===== src/rtl/irq_pending_latch.sv =====
// Sticky rising-edge request latch feeding the 8-to-3 priority encoder.
// Tracks masked pending lines, acknowledge clears and per-line lost-request flags.
module irq_pending_latch (
  input  logic       clk,
  input  logic       reset,
  input  logic [7:0] req_in,
  input  logic       mask_we,
  input  logic [7:0] mask_in,
  input  logic       ack,
  input  logic [2:0] ack_idx,
  input  logic       clear_ovf,
  output logic [7:0] pending,
  output logic       irq,
  output logic [7:0] overflow
);

  logic [7:0] r_req_d;
  logic [7:0] r_pending_raw;
  logic [7:0] r_mask;
  logic [7:0] r_overflow;

  logic [7:0] w_edge;
  logic [7:0] w_clr;
  logic [7:0] w_new_ovf;

  genvar gi;
  generate
    for (gi = 0; gi < 8; gi++) begin : g_line
      assign w_edge[gi]    = req_in[gi] & ~r_req_d[gi];
      assign w_clr[gi]     = ack & (ack_idx == 3'(gi));
      // A re-request on the line being acked this edge is legal, not a loss.
      assign w_new_ovf[gi] = w_edge[gi] & r_pending_raw[gi] & ~w_clr[gi];
    end
  endgenerate

  always_ff @(posedge clk or posedge reset) begin
    if (reset) begin
      r_req_d       <= 8'h00;
      r_pending_raw <= 8'h00;
      r_mask        <= 8'h00;
      r_overflow    <= 8'h00;
    end else begin
      r_req_d       <= req_in;
      r_pending_raw <= (r_pending_raw & ~w_clr) | w_edge;
      if (mask_we) begin
        r_mask <= mask_in;
      end
      r_overflow    <= clear_ovf ? w_new_ovf : (r_overflow | w_new_ovf);
    end
  end

  // Outputs depend on registers only, so the encoder sees no input-to-output path.
  assign pending  = r_pending_raw & ~r_mask;
  assign irq      = |pending;
  assign overflow = r_overflow;

endmodule


===== config.mk =====
export PLATFORM = sky130hd
export DESIGN_NAME = irq_pending_latch
export DESIGN_NICKNAME = d
export VERILOG_FILES = /design/src/rtl/irq_pending_latch.sv
export SDC_FILE = /design/constraint.sdc
export NUM_CORES = 1
export LEC_CHECK = 0
export ABC_AREA = 1
export ABC_CLOCK_PERIOD_IN_PS = 1000
export CAP_MARGIN = 25
export CELL_PAD_IN_SITES_DETAIL_PLACEMENT = 0
export CELL_PAD_IN_SITES_GLOBAL_PLACEMENT = 1
export CORE_MARGIN = 4
export CORE_UTILIZATION = 33
export CTS_CLUSTER_SIZE = 30
export DETAILED_ROUTE_END_ITERATION = 16
export PLACE_DENSITY_LB_ADDON = 0.1
export SETUP_SLACK_MARGIN = 0.1
export SLEW_MARGIN = 0
export SYNTH_ARGS = -nofsm -noshare
export SYNTH_HDL_FRONTEND = slang
export SYNTH_SLANG_ARGS = --single-unit

===== constraint.sdc =====
create_clock -name clk -period 1 [get_ports clk]
set_clock_uncertainty 0.05 [all_clocks]
set_input_delay 0.2 -clock clk [delete_from_list [all_inputs] [get_ports clk]]
set_output_delay 0.2 -clock clk [all_outputs]
set_load 0.02 [all_outputs]

==> results of run 1 <==
==> per-layer routing <==
metal | global-route usage | up-vias | wire (microns)
met5 | 0 | - | 0
met4 | 0.0605 | 0 | 24
met3 | 0.0547 | 2 | 199
met2 | 0.212 | 31 | 1570
met1 | 0.162 | 558 | 1410
li1 | - | 620 | -
==> state kept, by name, summed over array words and instances, names as in the netlist <==
name and count:
overflow 8, r_mask 8, r_pending_raw 8, r_req_d 8
==> tightest hold or removal path: stages <==
cell and delay, ps:
clkdlybuf4s50_1 440, clkinvlp_4 90, buf_12 190
==> power by group through the flow <==
stage	Combinational [mW]	Clock, mW	Sequential, mW
5_1_grt	0.916	1.11	1.49
6_report	0.830	0.986	1.48
3_3_place_gp	0.709	0	1.48
4_1_cts	0.776	1.04	1.47
2_1_floorplan	0.272	0	1.52
3_5_place_dp	0.717	0	1.48
==> cell families after synthesis <==
family,count (synthesis),synth area share
compound gates,16,0.0596
buf+inv,37,0.106
flops,32,0.596
simple gates,82,0.238
==> what timing repair did <==
action                                  in CTS  in global routing
resized for setup                          114                 22
endpoints found under the setup margin      33                 23
buffers inserted                             5                  6
pin swaps                                    7                  7
==> cell usage in the layout, fill, tap and decap left out <==
master,count
clkbuf_8,6
clkinv_2,2
inv_2,17
nand2_2,10
inv_1,18
buf_12,2
buf_6,19
buf_4,17
clkdlybuf4s50_1,19
nor2_2,4
nand3_1,5
dlygate4sd2_1,4
dfrtp_1,32
o21ai_1,5
nor2_1,8
clkinvlp_4,1
o21ai_0,11
nand2_1,55
==> final timing paths <==
kind	from	slack, ps	cells past startpoint	to
min in group clk	req_in[1]	340	1	r_req_d[1]
setup reg to reg	r_pending_raw[4]	-40	6	overflow[4]
setup / recovery	r_pending_raw[4]	-380	5	irq
hold / removal	reset	240	3	r_req_d[3]
max in group asynchronous	reset	490	3	overflow[0]
hold reg to reg	r_req_d[6]	440	3	r_pending_raw[6]
==> through the flow <==
stage	worst slack [ps]	hold slack (ps)
after floorplan	47.2	78.4
after global placement	-510	413
after detailed placement	-519	422
after CTS	-417	238
after global routing	-462	255
final	-384	244
==> layout make-up <==
type | count | share of cell area
clock buffer | 6 | 0.0388
timing repair buffer | 61 | 0.285
sequential | 32 | 0.376
multi-input combinational | 98 | 0.202
tap | 48 | 0.0282
inverter | 36 | 0.0653
clock inverter | 2 | 0.00470
==> metrics, run 1 <==
Routed WL about 3.2 mm; crit end category primary output; CP arrival 1130 ps; first-pass GRT wire length 5.27 mm; Filler Cells Inserted about 370; most instantiated library cell after synthesis nand2_1; Combinational Power Share 0.252; Starting Density 0.353; Layout Nets 258; violated checks negative setup slack; antenna cells 0; area of the mapped netlist 0.00134 sq mm; Final GP Congestion 0.735; Iter 0 DRT Violations 41; Synth top area share 0.596; Util after Layout 0.560; Worst Hold Class input port to asynchronous set/reset pin; # IOs 41; Final period util 1.38; CP dominant cell by count nand2_2; VDD IR max 0.000993 V; Root Driver clkbuf_8; H-tree Lvls 2; Unique masters post-synth 11; crit path kind flop to primary output; DP Area 0.00191 sq mm; die height 71.8 microns; Hold Buf Count CTS 0; Leak Pwr between 1 and 1.5 nW; ys flop type dfrtp_1; non-filler instance count after layout 283; sw power between 0.9 and 1 mW; Max Slew Vio Count 0; Worst-path clk slew 60 ps; GRT Total Usage 0.135; Multi-input gate area roughly 430 sq um; WP buf/inv 1; Post-Syn Instances 167; CTS tree yes; drt drc 0; PwrDens 1550 mW/mm^2; crit-path cells nand2_2 > nand2_2 > nor2_2 > nand2_2 > buf_6; Final setup viols 19; die footprint between 0.005 and 0.006 sq mm; ranking of synthesized cells by area dfrtp_1, nand2_1, inv_1; Cell Int Power 2.38 mW; slowest CP cell dfrtp_1; Yosys Warn Count 0; Crit path max-delay family flip-flops; max incr delay on CP approximately 420 ps; Layout area overhead 58.5%; Sw Share 0.276; Cells after DPL ~270; layout cells sized above 1 0.332; Rel. slew slack 0.884; WL/cell 11.3 microns; antenna violations before repair 0; Synth Net Count between 150 and 200; largest net degree at the start of global routing 33; Seq pwr share 0.449; Synth area leader dfrtp_1; number of global-route vias before repair 1199; Async SR Flop Fraction 1.00; clock power share 0.299; site row count 22; vias per cell approximately 4.3; register area share after synthesis 0.596; Yosys reg bits 32; 1st-pass router iterations 4; number of synthesized flops with an enable pin 0; crit path time final 1380 ps; total grt overflow 0; Max Buffers Root-to-Sink 2; Post-Syn Area per Cell 8.04 sq um; Die W 71.8 microns; Port-buffer cells 40; WP data required ~750 ps; DP Wirelength about 2.4 mm; TritonCTS buffer count 5; outcome finished, violations left; Max Cap Viol 0; Synth top cells by count nand2_1, inv_1, dfrtp_1, o21ai_0, nor2_1; RSZ-0062 raised after global routing yes; CTS Sinks 32; CP max FO 2; core area 0.00380 sq mm; Worst Setup Start Kind flop; vias 1211; Worst-Skew Late Latency ~280 ps; Peak Freq 723 MHz; Final TNS setup -2340 ps; Final Hold Vio Count 0; total power roughly 3.3 mW; Slew @ Worst Pin about 170 ps; final worst setup slack -384 ps; Routed Antenna Nets 0; Finished Cell Area approximately 0.0021 sq mm; Seq. cell area between 800 and 900 sq um
Power figures use the tool's default switching activity.
==> inputs of run 2 (changes only) <==
Settings changed: GPL_TIMING_DRIVEN set to 0.
==> metrics, run 2 (synthesis gave the netlist of run 1 again) <==
1st-pass router iterations 4 (unchanged); Final setup viols 18 (-1); antenna violations before repair 0 (unchanged); Iter 0 DRT Violations 16 (-61%); highest-count cells in the layout ignoring fill and taps nand2_1, dfrtp_1, inv_1, buf_6, clkdlybuf4s50_1; Starting Density 0.353 (unchanged); Final GP Congestion 0.725 (-1.3%); max incr delay on CP 410 ps (about the same); slowest CP cell dfrtp_1; Layout area overhead 55.2%; CP max FO 2 (unchanged); Rel. slew slack 0.758 (-0.126); Die W 71.8 microns (unchanged); PwrDens 1710 mW/mm^2 (+11%); worst reg2reg startpoint r_pending_raw[4]; # IOs 41 (unchanged); crit path time final 1380 ps (-5.88 ps); violated checks negative setup slack; DP Wirelength 2.18 mm (-7.9%); CTS tree yes; logic depth of the worst register-to-register path 6 (unchanged); WHS 330 ps (+86.4 ps); Worst-path clk slew 60 ps (about the same); TritonCTS buffer count 5 (unchanged); site row count 22 (unchanged); flop2flop setup slack 0 ps (+40 ps); die footprint 0.00515 sq mm (unchanged); Crit. Startpoint r_pending_raw[4]; number of global-route vias before repair 1184 (-1.3%); Worst R2R End overflow[4]; CP dominant cell by count nand2_2; Leak Pwr 1.10 nW (-2.7%); commonest non-fill, non-tap cell in the layout nand2_1; GRT Total Usage 0.126 (-0.00922); outcome finished, violations left; Worst-Skew Late Latency 280 ps (about the same); Finished Cell Area 0.00208 sq mm (-2.1%); total grt overflow 0 (unchanged); core area 0.00380 sq mm (unchanged); vias 1160 (-4.2%); Max Slew Vio Count 0 (unchanged); Max Cap Viol 0 (unchanged); Worst Setup Start Kind flop; Final period util 1.38 (-0.00588); layout cells sized above 1 0.295 (-0.0368); VDD IR max 0.000976 V (-1.7%); crit-path cells nand2_2 > nand2_1 > nor2_1 > nand2_2 > buf_6; Port-buffer cells 40 (unchanged); Slew @ Worst Pin 362 ps (+191 ps); die height 71.8 microns (unchanged); crit path kind flop to primary output; Layout Nets 250 (-3.1%); DP Area 0.00181 sq mm (-5.2%); Final Hold Vio Count 0 (unchanged); Hold Buf Count CTS 0 (unchanged); crit path capture irq; vias per cell 4.22 (-1.4%); WL/cell 11.2 microns (-1.2%); RSZ-0062 raised after global routing yes; CP arrival 1130 ps (about the same); final worst setup slack -378 ps (+5.88 ps); Max Buffers Root-to-Sink 2 (unchanged); first-pass GRT wire length 5.01 mm (-5.0%); drt drc 0 (unchanged); H-tree Lvls 2 (unchanged); Routed Antenna Nets 0 (unchanged); Routed WL 3.07 mm (-4.0%); antenna cells 0 (unchanged); CTS Sinks 32 (unchanged); Peak Freq 726 MHz (+0.43%); Root Driver clkbuf_8; largest net degree at the start of global routing 33 (unchanged); Final TNS setup -2350 ps (-4.97 ps); WP data required 750 ps (about the same); Worst Hold Class input port to asynchronous set/reset pin; Filler Cells Inserted 348 (-5.7%); crit end category primary output
[run 2: cell count changes in the layout (fill, tap and decap cells not counted), moves of 2 or more]
cell	delta
o21ai_0	-2
clkinv_2	-2
inv_1	+2
nand2_2	-2
buf_12	-2
buf_4	-8
inv_2	-3
nand2_1	+2
[run 2: metal layers]
metal	track usage	part of all wire
met5	0	0
met4	0.0564	0.014
met3	0.0365	0.069
met2	0.203	0.47
met1	0.155	0.44
[run 2: critical path, delay by kind of cell (launching register included)]
kind                   cells  cell delay, ps
buffers and inverters      1             130
flip-flops                 1             410
AND/OR/NAND/NOR            4             320
[run 2: layout make-up]
class / instances / area [sq um] / area share
well taps: 48 / 60.1 / 0.0288
inverters: 36 / 141 / 0.0679
flip-flops and latches: 32 / 801 / 0.384
repair inverters: 1 / 7.51 / 0.00360
plain buffers: 1 / 7.51 / 0.00360
repair buffers: 51 / 509 / 0.244
multi-input cells: 98 / 430 / 0.207
clock inverters: 1 / 30.0 / 0.0144
clock buffers: 7 / 96.3 / 0.0462
[run 2: how the worst min path moves through the flow]
stage                start  slack, ps     endpoint
2_1_floorplan        reset         80  overflow[0]
3_3_place_gp   overflow[0]        420  overflow[0]
3_5_place_dp   overflow[4]        430  overflow[4]
4_1_cts              reset        330   r_req_d[4]
5_1_grt          req_in[1]        340   r_req_d[1]
6_report             reset        330   r_req_d[4]
[run 2: repair_timing]
item                       CTS  global route
buffers inserted             7             5
pin swaps                    7             8
setup endpoints to repair   41            55
gates cloned                 0             1
resized for setup          108            31
[run 2: power by group]
group | internal, mW | switching (mW)
clock | 0.878 | 0.445
sequential | 1.41 | 0.0697
combinational | 0.381 | 0.386
total | 2.67 | 0.901
[run 2: per-stage QoR]
step	worst slack [ps]	std cells	util	power, mW
after detailed placement	-513	255	0.476	2.13
after floorplan	47.2	167	-	1.80
after global placement	-508	255	0.476	2.12
after global routing	-439	275	0.548	3.75
final	-378	275	0.548	3.57
after CTS	-392	270	0.527	3.53
